## config.mk

```make
export PLATFORM = sky130hd
export DESIGN_NAME = mem_port_arbiter
export DESIGN_NICKNAME = d
export VERILOG_FILES = /design/src/rtl/mem_port_arbiter.sv
export SDC_FILE = /design/constraint.sdc
export NUM_CORES = 1
export LEC_CHECK = 0
export CAP_MARGIN = 20
export CORE_UTILIZATION = 38
export CTS_CLUSTER_DIAMETER = 100
export DETAILED_ROUTE_END_ITERATION = 6
export PLACE_DENSITY = 0.79
export SETUP_SLACK_MARGIN = 0.02
export SYNTH_ARGS = -nofsm -noshare
export SYNTH_HDL_FRONTEND = slang
export SYNTH_SLANG_ARGS = --single-unit
export TNS_END_PERCENT = 10
```

## constraint.sdc

```tcl
create_clock -name clk -period 5.2 [get_ports clk]
set_clock_uncertainty 0.1 [all_clocks]
set_input_delay 1.04 -clock clk [delete_from_list [all_inputs] [get_ports clk]]
set_output_delay 1.04 -clock clk [all_outputs]
set_load 0.005 [all_outputs]
```

## src/rtl/mem_port_arbiter.sv

```systemverilog
// Arbiter sharing one single-port memory between instruction fetch and data access.
// Latches the winning request, drives the memory, and returns data plus a completion/error pulse.
module mem_port_arbiter #(
    parameter int TIMEOUT = 16,
    parameter int TO_W    = 5
) (
    input  logic        clk,
    input  logic        reset,
    input  logic        i_mov,
    input  logic [31:0] i_addr,
    output logic        i_moc,
    output logic        i_err,
    output logic [31:0] i_rdata,
    input  logic        d_mov,
    input  logic        d_rw,
    input  logic [1:0]  d_size,
    input  logic [31:0] d_addr,
    input  logic [31:0] d_wdata,
    output logic        d_moc,
    output logic        d_err,
    output logic [31:0] d_rdata,
    output logic        mem_mov,
    output logic        mem_rw,
    output logic [1:0]  mem_size,
    output logic [31:0] mem_addr,
    output logic [31:0] mem_wdata,
    input  logic [31:0] mem_rdata,
    input  logic        mem_moc,
    output logic [2:0]  dbg_state_o
);

    // MOV/MOC handshake: a requester raises mov with stable fields and holds it until it
    // sees a one-cycle moc (done) or err (aborted) pulse; it must then drop mov before
    // the same port can be granted again. The memory side uses the same handshake.
    localparam logic [2:0] ST_IDLE  = 3'd0;
    localparam logic [2:0] ST_BUS_I = 3'd1;
    localparam logic [2:0] ST_BUS_D = 3'd2;
    localparam logic [2:0] ST_RESP  = 3'd3;
    localparam logic [2:0] ST_DROP  = 3'd4;

    localparam logic [TO_W:0] TO_LIM = (TO_W+1)'(TIMEOUT);

    logic [2:0]      state_q, state_d;
    logic            gnt_d_q, gnt_d_d;
    logic            last_d_q, last_d_d;
    logic [TO_W-1:0] cnt_q, cnt_d;
    logic            mem_mov_q, mem_mov_d;
    logic            mem_rw_q, mem_rw_d;
    logic [1:0]      mem_size_q, mem_size_d;
    logic [31:0]     mem_addr_q, mem_addr_d;
    logic [31:0]     mem_wdata_q, mem_wdata_d;
    logic            i_moc_q, i_moc_d, i_err_q, i_err_d;
    logic            d_moc_q, d_moc_d, d_err_q, d_err_d;
    logic [31:0]     i_rdata_q, i_rdata_d;
    logic [31:0]     d_rdata_q, d_rdata_d;

    logic [TO_W:0]   cnt_inc;
    logic            timeout_hit;
    logic            pick_d;
    logic            held;

    assign cnt_inc     = {1'b0, cnt_q} + 1'b1;
    assign timeout_hit = (TIMEOUT != 0) && (cnt_inc == TO_LIM);
    // Both pending: the port not served last wins; last_d_q resets to 1 so I wins the first tie.
    assign pick_d      = d_mov && (!i_mov || !last_d_q);
    assign held        = gnt_d_q ? d_mov : i_mov;

    always_comb begin
        state_d     = state_q;
        gnt_d_d     = gnt_d_q;
        last_d_d    = last_d_q;
        cnt_d       = cnt_q;
        mem_mov_d   = 1'b0;
        mem_rw_d    = mem_rw_q;
        mem_size_d  = mem_size_q;
        mem_addr_d  = mem_addr_q;
        mem_wdata_d = mem_wdata_q;
        i_moc_d     = 1'b0;
        i_err_d     = 1'b0;
        d_moc_d     = 1'b0;
        d_err_d     = 1'b0;
        i_rdata_d   = i_rdata_q;
        d_rdata_d   = d_rdata_q;

        case (state_q)
            ST_IDLE: begin
                if (i_mov || d_mov) begin
                    gnt_d_d   = pick_d;
                    cnt_d     = '0;
                    mem_mov_d = 1'b1;
                    if (pick_d) begin
                        mem_rw_d    = d_rw;
                        mem_size_d  = (d_size == 2'b11) ? 2'b10 : d_size;
                        mem_addr_d  = d_addr;
                        mem_wdata_d = d_wdata;
                        state_d     = ST_BUS_D;
                    end else begin
                        mem_rw_d    = 1'b1;
                        mem_size_d  = 2'b10;
                        mem_addr_d  = i_addr;
                        mem_wdata_d = '0;
                        state_d     = ST_BUS_I;
                    end
                end
            end
            ST_BUS_I, ST_BUS_D: begin
                // Completion takes priority over a watchdog expiry at the same edge.
                if (mem_moc) begin
                    state_d = ST_RESP;
                    if (gnt_d_q) begin
                        d_moc_d = 1'b1;
                        if (mem_rw_q) d_rdata_d = mem_rdata;
                    end else begin
                        i_moc_d   = 1'b1;
                        i_rdata_d = mem_rdata;
                    end
                end else if (timeout_hit) begin
                    state_d = ST_RESP;
                    if (gnt_d_q) d_err_d = 1'b1;
                    else         i_err_d = 1'b1;
                end else begin
                    mem_mov_d = 1'b1;
                    if (cnt_q != '1) cnt_d = cnt_q + 1'b1;
                end
            end
            ST_RESP: begin
                last_d_d = gnt_d_q;
                state_d  = ST_DROP;
            end
            ST_DROP: begin
                if (!held) state_d = ST_IDLE;
            end
            default: state_d = ST_IDLE;
        endcase
    end

    always_ff @(posedge clk or posedge reset) begin
        if (reset) begin
            state_q     <= ST_IDLE;
            gnt_d_q     <= 1'b0;
            last_d_q    <= 1'b1;
            cnt_q       <= '0;
            mem_mov_q   <= 1'b0;
            mem_rw_q    <= 1'b1;
            mem_size_q  <= 2'b10;
            mem_addr_q  <= '0;
            mem_wdata_q <= '0;
            i_moc_q     <= 1'b0;
            i_err_q     <= 1'b0;
            d_moc_q     <= 1'b0;
            d_err_q     <= 1'b0;
            i_rdata_q   <= '0;
            d_rdata_q   <= '0;
        end else begin
            state_q     <= state_d;
            gnt_d_q     <= gnt_d_d;
            last_d_q    <= last_d_d;
            cnt_q       <= cnt_d;
            mem_mov_q   <= mem_mov_d;
            mem_rw_q    <= mem_rw_d;
            mem_size_q  <= mem_size_d;
            mem_addr_q  <= mem_addr_d;
            mem_wdata_q <= mem_wdata_d;
            i_moc_q     <= i_moc_d;
            i_err_q     <= i_err_d;
            d_moc_q     <= d_moc_d;
            d_err_q     <= d_err_d;
            i_rdata_q   <= i_rdata_d;
            d_rdata_q   <= d_rdata_d;
        end
    end

    assign i_moc       = i_moc_q;
    assign i_err       = i_err_q;
    assign i_rdata     = i_rdata_q;
    assign d_moc       = d_moc_q;
    assign d_err       = d_err_q;
    assign d_rdata     = d_rdata_q;
    assign mem_mov     = mem_mov_q;
    assign mem_rw      = mem_rw_q;
    assign mem_size    = mem_size_q;
    assign mem_addr    = mem_addr_q;
    assign mem_wdata   = mem_wdata_q;
    assign dbg_state_o = state_q;

endmodule

```

# Yosys cells after proc, flatten, opt, wreduce, memory -nomap -nowiden
# Cells that the tools add are included.
[word_totals]
regBits = 146
in_bits = 136
output_inout_bits = 139
elab_cells = 77
[op_classes]
add_sub_neg = 2
n_eq_ne = 13
mux = 33
bitwise = 1
reduce_logical = 13
[ops]
columns = ["cell", "count"]
rows = [
  ["32-bit two-way mux", 2],
  ["5-bit two-way mux", 4],
  ["1-bit two-way mux", 17],
  ["3-bit two-way mux", 4],
  ["3-bit one-hot mux with 4 select lines", 1],
  ["2-bit inequality test, second input constant", 5],
  ["5-bit one-hot mux with 2 select lines", 1],
  ["5-bit by 1-bit adder with 6-bit output, second input constant", 1],
  ["3-bit by 2-bit equality test with 1-bit output, second input constant", 2],
  ["6-bit by 5-bit equality test with 1-bit output, second input constant", 1],
  ["2-bit two-way mux", 3],
  ["3-bit AND reduction", 2],
  ["5-bit by 1-bit adder with 5-bit output, second input constant", 1],
  ["5-bit inequality test, second input constant", 1],
  ["5-bit AND reduction", 1],
  ["4-bit AND reduction", 1],
  ["3-bit by 1-bit equality test with 1-bit output, second input constant", 1],
  ["3-bit equality test, second input constant", 1],
  ["3-bit zero test", 1],
  ["3-bit inequality test, second input constant", 1],
  ["2-bit equality test, second input constant", 1],
  ["1-bit zero test", 2],
  ["1-bit logical OR", 2],
  ["1-bit one-hot mux with 2 select lines", 1],
  ["5 further kinds", 5],
]

# Longest topological paths before layout
[depth]
depth_word = 6
depth_mapped = 7
ltp_nobuf = 7

# Worst setup path before layout
# No wires, ideal clock.
[synth_path]
path_type = "input -> register"
startpoint = "in mem_moc"
endpoint = "reg i_rdata_q[10] (netlist: i_rdata[10])"
setup_time_ps = 125
arrival_time_ps = 2233
t_required_ps = 4975
path_slack_ps = 2742
cell_stages = 5
n_path_buf = 2
path_cell_list = "clkbuf_1 inv_1 nor3_4 buf_6 mux2_2"
[synth_via]
elab_chain_cells = 1
[synth_rtl]
columns = ["item", "line", "source"]
rows = [
  ["start, declared", "28", "input logic mem_moc,"],
  ["3-bit AND reduction (no line)", "--", ""],
  ["end signal, assigned", "168", "i_rdata_q <= i_rdata_d;"],
  ["end, declared", "54", "logic [31:0] i_rdata_q, i_rdata_d;"],
]
# No other way between the ends.
# A chain may end at the register's enable or synchronous reset.

# Final worst setup path
[layout_path]
startpoint = "in d_mov"
endpoint = "reg mem_addr_q[8] (netlist: mem_addr[8])"
[layout_via]
elab_chain_cells = 2
word_cells_on_any_way = 4
classes_between = "mux (1); reduce/logical (3)"
[layout_rtl]
columns = ["item", "line", "source"]
rows = [
  ["start, declared", "14", "input logic d_mov,"],
  ["1-bit logical AND / 1-bit logical OR (equally long branches)", "65, 87", ""],
  ["32-bit two-way mux / 2-bit AND reduction (equally long branches)", "--", ""],
  ["end signal, assigned", "162", "mem_addr_q <= mem_addr_d;"],
  ["end, declared", "50", "logic [31:0] mem_addr_q, mem_addr_d;"],
]
# Several ways; a longest one is shown, not always the timed one.

==> results.tsv <==
metric	value	unit
p_leak	4.06	nW
cts.repair_timing.setup_buffer_count	0	
timing.critical_path.slowest_cell_delay	0.71	ns
hold_depth	2	
mostFrequentLayoutCell	sky130_fd_sc_hd__clkdlybuf4s50_1	
worst_slew_pin_slew	0.915	ns
synthesis.area_per_instance	13.3	um^2
synth_enable_flop_cells	0	
start_kind	primary input	
max-cap-violations	0	
pin_count_of_the_biggest_net_entering_global_routing	120	
routabilityCongestion	0.828	
irDropWorstVdd	0.423	mV
setup-tns-final	0	ns
synth_seq_cells	146	
timing.fmax	334	MHz
post_route_cells_drive_above_1_share	14.2	%
vias_after_detailed_routing	4725	
use_met2	34.9	%
tritoncts.num_buffers	17	
min_to	mem_addr[7]	
grt_antenna_before_repair	0	
global_route_wire_length_before_repair	25200	um
synth_top_area_share	59.2	%
ys_warn_count	0	
dpl.hpwl	11700	um
outcome	completed	
row_count	45	
fraction_of_the_cycle_the_final_worst_path_needs	57.6	%
yosys_most_used_dff	sky130_fd_sc_hd__dfrtp_1	
crit_path_cell_trace	clkdlybuf4s50_1 -> or4_4 -> o211ai_4 -> buf_4 -> o21ai_0	
cts.repair.resized	0	
netlist_top_cells_area	sky130_fd_sc_hd__dfrtp_1 59%, sky130_fd_sc_hd__mux2_2 9.9%, sky130_fd_sc_hd__mux2i_1 5.6%	
initial_detailed_routing_violation_count	184	
synthesis.area	0.00605	mm^2
arrival	3.14	ns
clock_path_buffers	2	
path_class	primary input to register	
powerDensity	592	mW/mm^2
hold_path.class	register to register	
totalWireLength	16100	um
path_clk_slew	0.06	ns
drc	0	
timing.final.setup_violations	0	
mostFrequentLayoutCells	274 x sky130_fd_sc_hd__clkdlybuf4s50_1, 143 x sky130_fd_sc_hd__dfrtp_1, 53 x sky130_fd_sc_hd__mux2_2, 47 x sky130_fd_sc_hd__nand2_1, 34 x sky130_fd_sc_hd__mux2i_1	
regToRegSetupSlack	2.66	ns
finalWorstPathRequiredPeriod	3.00	ns
synthDistinctLibCells	45	
async_reset_ff_share	100	%
core-area	0.0154	mm^2
avgViaCountPerCell	4.98	
global_route.usage.met3	6.34	%
area.growth.synth_to_final	56.7	%
worst_skew_pair.late_latency	0.41	ns
setup.worst_path.end_class	register	
timing.hold.worst.start	mem_addr[7]	
hold_viol_final	0	
postRouteAntennaNets	0	
finish.net_count	864	
yosys.area.top_type	sky130_fd_sc_hd__dfrtp_1	
worst-path-max-fanout	101	
grt_pass1_vias	4902	
floorplan.initialDensity	39.3	%
globalRoute.busiestLayer	met2	
globalRouteOverflowTotal	0	
postPlaceCellArea	0.00890	mm^2
path_depth	5	
gr-usage-met1	23.0	%
tritoncts_num_sinks	146	
routed_wire_length_per_instance	17.0	um
die_h	128	um
globalRouteTotalUtil	20.2	%
dp_slack	1.79	ns
cts_root_buffer	sky130_fd_sc_hd__clkbuf_16	
clock_tree.htree_level_count	4	
port_buffers	274	
crit_path_top_delay_cell	sky130_fd_sc_hd__buf_4	
chipWidth	128	um
final_cell_area_excluding_filler_cells	0.00948	mm^2
worst-endpoint-required	5.34	ns
fp.dieArea	0.0164	mm^2
num_antenna_cells	0	
boundaryPins	275	
final.setup.worst_slack	2.20	ns
postSynthNetCount	595	
cp_num_buf_inv	2	
final-max-slew-violation-count	0	
r2r_end	dbg_state_o[0]	
setup_repair_after_global_routing_missed_its_margin	false	
drt_pre_antenna_iters	4	
ys_seq_area_share	60.5	%
cts.hold.buffers_added	0	
r2r-start	cnt_q[1]	
cts_tree	yes	
cp_top_family	buffers and inverters	
timing.max_slew.rel_slack	39.0	%
cell_count_of_the_worst_reg_to_reg_path	7	
synth_cells	456	
[registers in the layout, summed over array words and instances, names as in the netlist, 2 cells and up]
register / cells
i_rdata: 32
mem_size: 2
mem_addr: 32
mem_wdata: 32
cnt_q: 5
dbg_state_o: 3
d_rdata: 32
[power by group]
group          internal, mW  switching (mW)  total, mW  leakage (nW)
clock                 0.620           0.501       1.12         0.251
sequential             1.68           0.337       2.02          1.82
combinational          1.48           0.991       2.47          1.99
[cell type report]
type | instances | area [um^2]
clock inverters | 15 | 123
multi-input cells | 271 | 2150
fillers | 1172 | 5900
clock buffers | 17 | 425
repair buffers | 281 | 2820
flip-flops and latches | 146 | 3660
well taps | 211 | 264
inverters | 8 | 35.0
[cell usage after synthesis, types with 2 or more instances]
master and number:
sky130_fd_sc_hd__nand2_1 47, sky130_fd_sc_hd__and3_1 3, sky130_fd_sc_hd__nand4_1 2, sky130_fd_sc_hd__clkbuf_1 5
sky130_fd_sc_hd__buf_4 3, sky130_fd_sc_hd__a311o_1 2, sky130_fd_sc_hd__ha_1 3, sky130_fd_sc_hd__nor2_1 8
sky130_fd_sc_hd__o21ai_1 12, sky130_fd_sc_hd__a21oi_1 4, sky130_fd_sc_hd__dfrtp_1 143, sky130_fd_sc_hd__mux2_2 53
sky130_fd_sc_hd__a22o_1 32, sky130_fd_sc_hd__buf_2 10, sky130_fd_sc_hd__mux2i_1 34, sky130_fd_sc_hd__dfstp_2 3
sky130_fd_sc_hd__o21ai_0 23, sky130_fd_sc_hd__nand3_1 6, sky130_fd_sc_hd__and2_1 3, sky130_fd_sc_hd__buf_6 12
sky130_fd_sc_hd__nor3_1 4, sky130_fd_sc_hd__mux2_1 12, sky130_fd_sc_hd__o221ai_1 2, sky130_fd_sc_hd__inv_1 8
sky130_fd_sc_hd__o22a_1 2
[cells by family after synthesis]
kind of cell             count (synthesis)  synth area share (%)
flip-flops                             146                  60.5
multiplexers                            99                  17.7
AO/OA/AOI/OAI                           87                  10.3
AND/OR/NAND/NOR                         80                  6.17
buffers and inverters                   39                  4.32
adder cells (fa/ha/maj)                  3                 0.621
XOR/XNOR                                 2                 0.414
[per-stage QoR]
step                      utilization, %  hold slack (ns)  std cells  total power [mW]
after global routing                61.6            0.409        949              5.95
after floorplan                        -            0.370        456              3.23
after global placement              57.8            0.363        915              4.39
after detailed placement            57.9            0.369        916              4.52
final                               61.6            0.379        949              5.61
after CTS                           61.5            0.383        948              5.67
[routing by layer]
metal	vias to the layer above	part of all wire [%]
met5	-	0
met4	0	2.2
met3	32	7.7
met2	235	50
met1	2286	40
li1	2172	-
[worst max-delay path by stage]
| stage | start | endpoint | slack (ns) |
|---|---|---|---|
| 6_report | d_mov | mem_addr[8] | 2.20 |
| 5_1_grt | d_mov | mem_addr[19] | 2.07 |
| 4_1_cts | d_mov | mem_addr[8] | 2.22 |
| 3_5_place_dp | d_mov | mem_addr[31] | 1.79 |
| 3_3_place_gp | d_mov | mem_addr[22] | 1.87 |
| 2_1_floorplan | reset | cnt_q[0] | 0.14 |
[tightest hold or removal path, stage by stage (launching register included)]
cell	delay, ns
sky130_fd_sc_hd__dfrtp_1	0.34
sky130_fd_sc_hd__nand2_1	0.04
sky130_fd_sc_hd__o21ai_0	0.06
No activity file was read; power rests on OpenSTA's default activity.
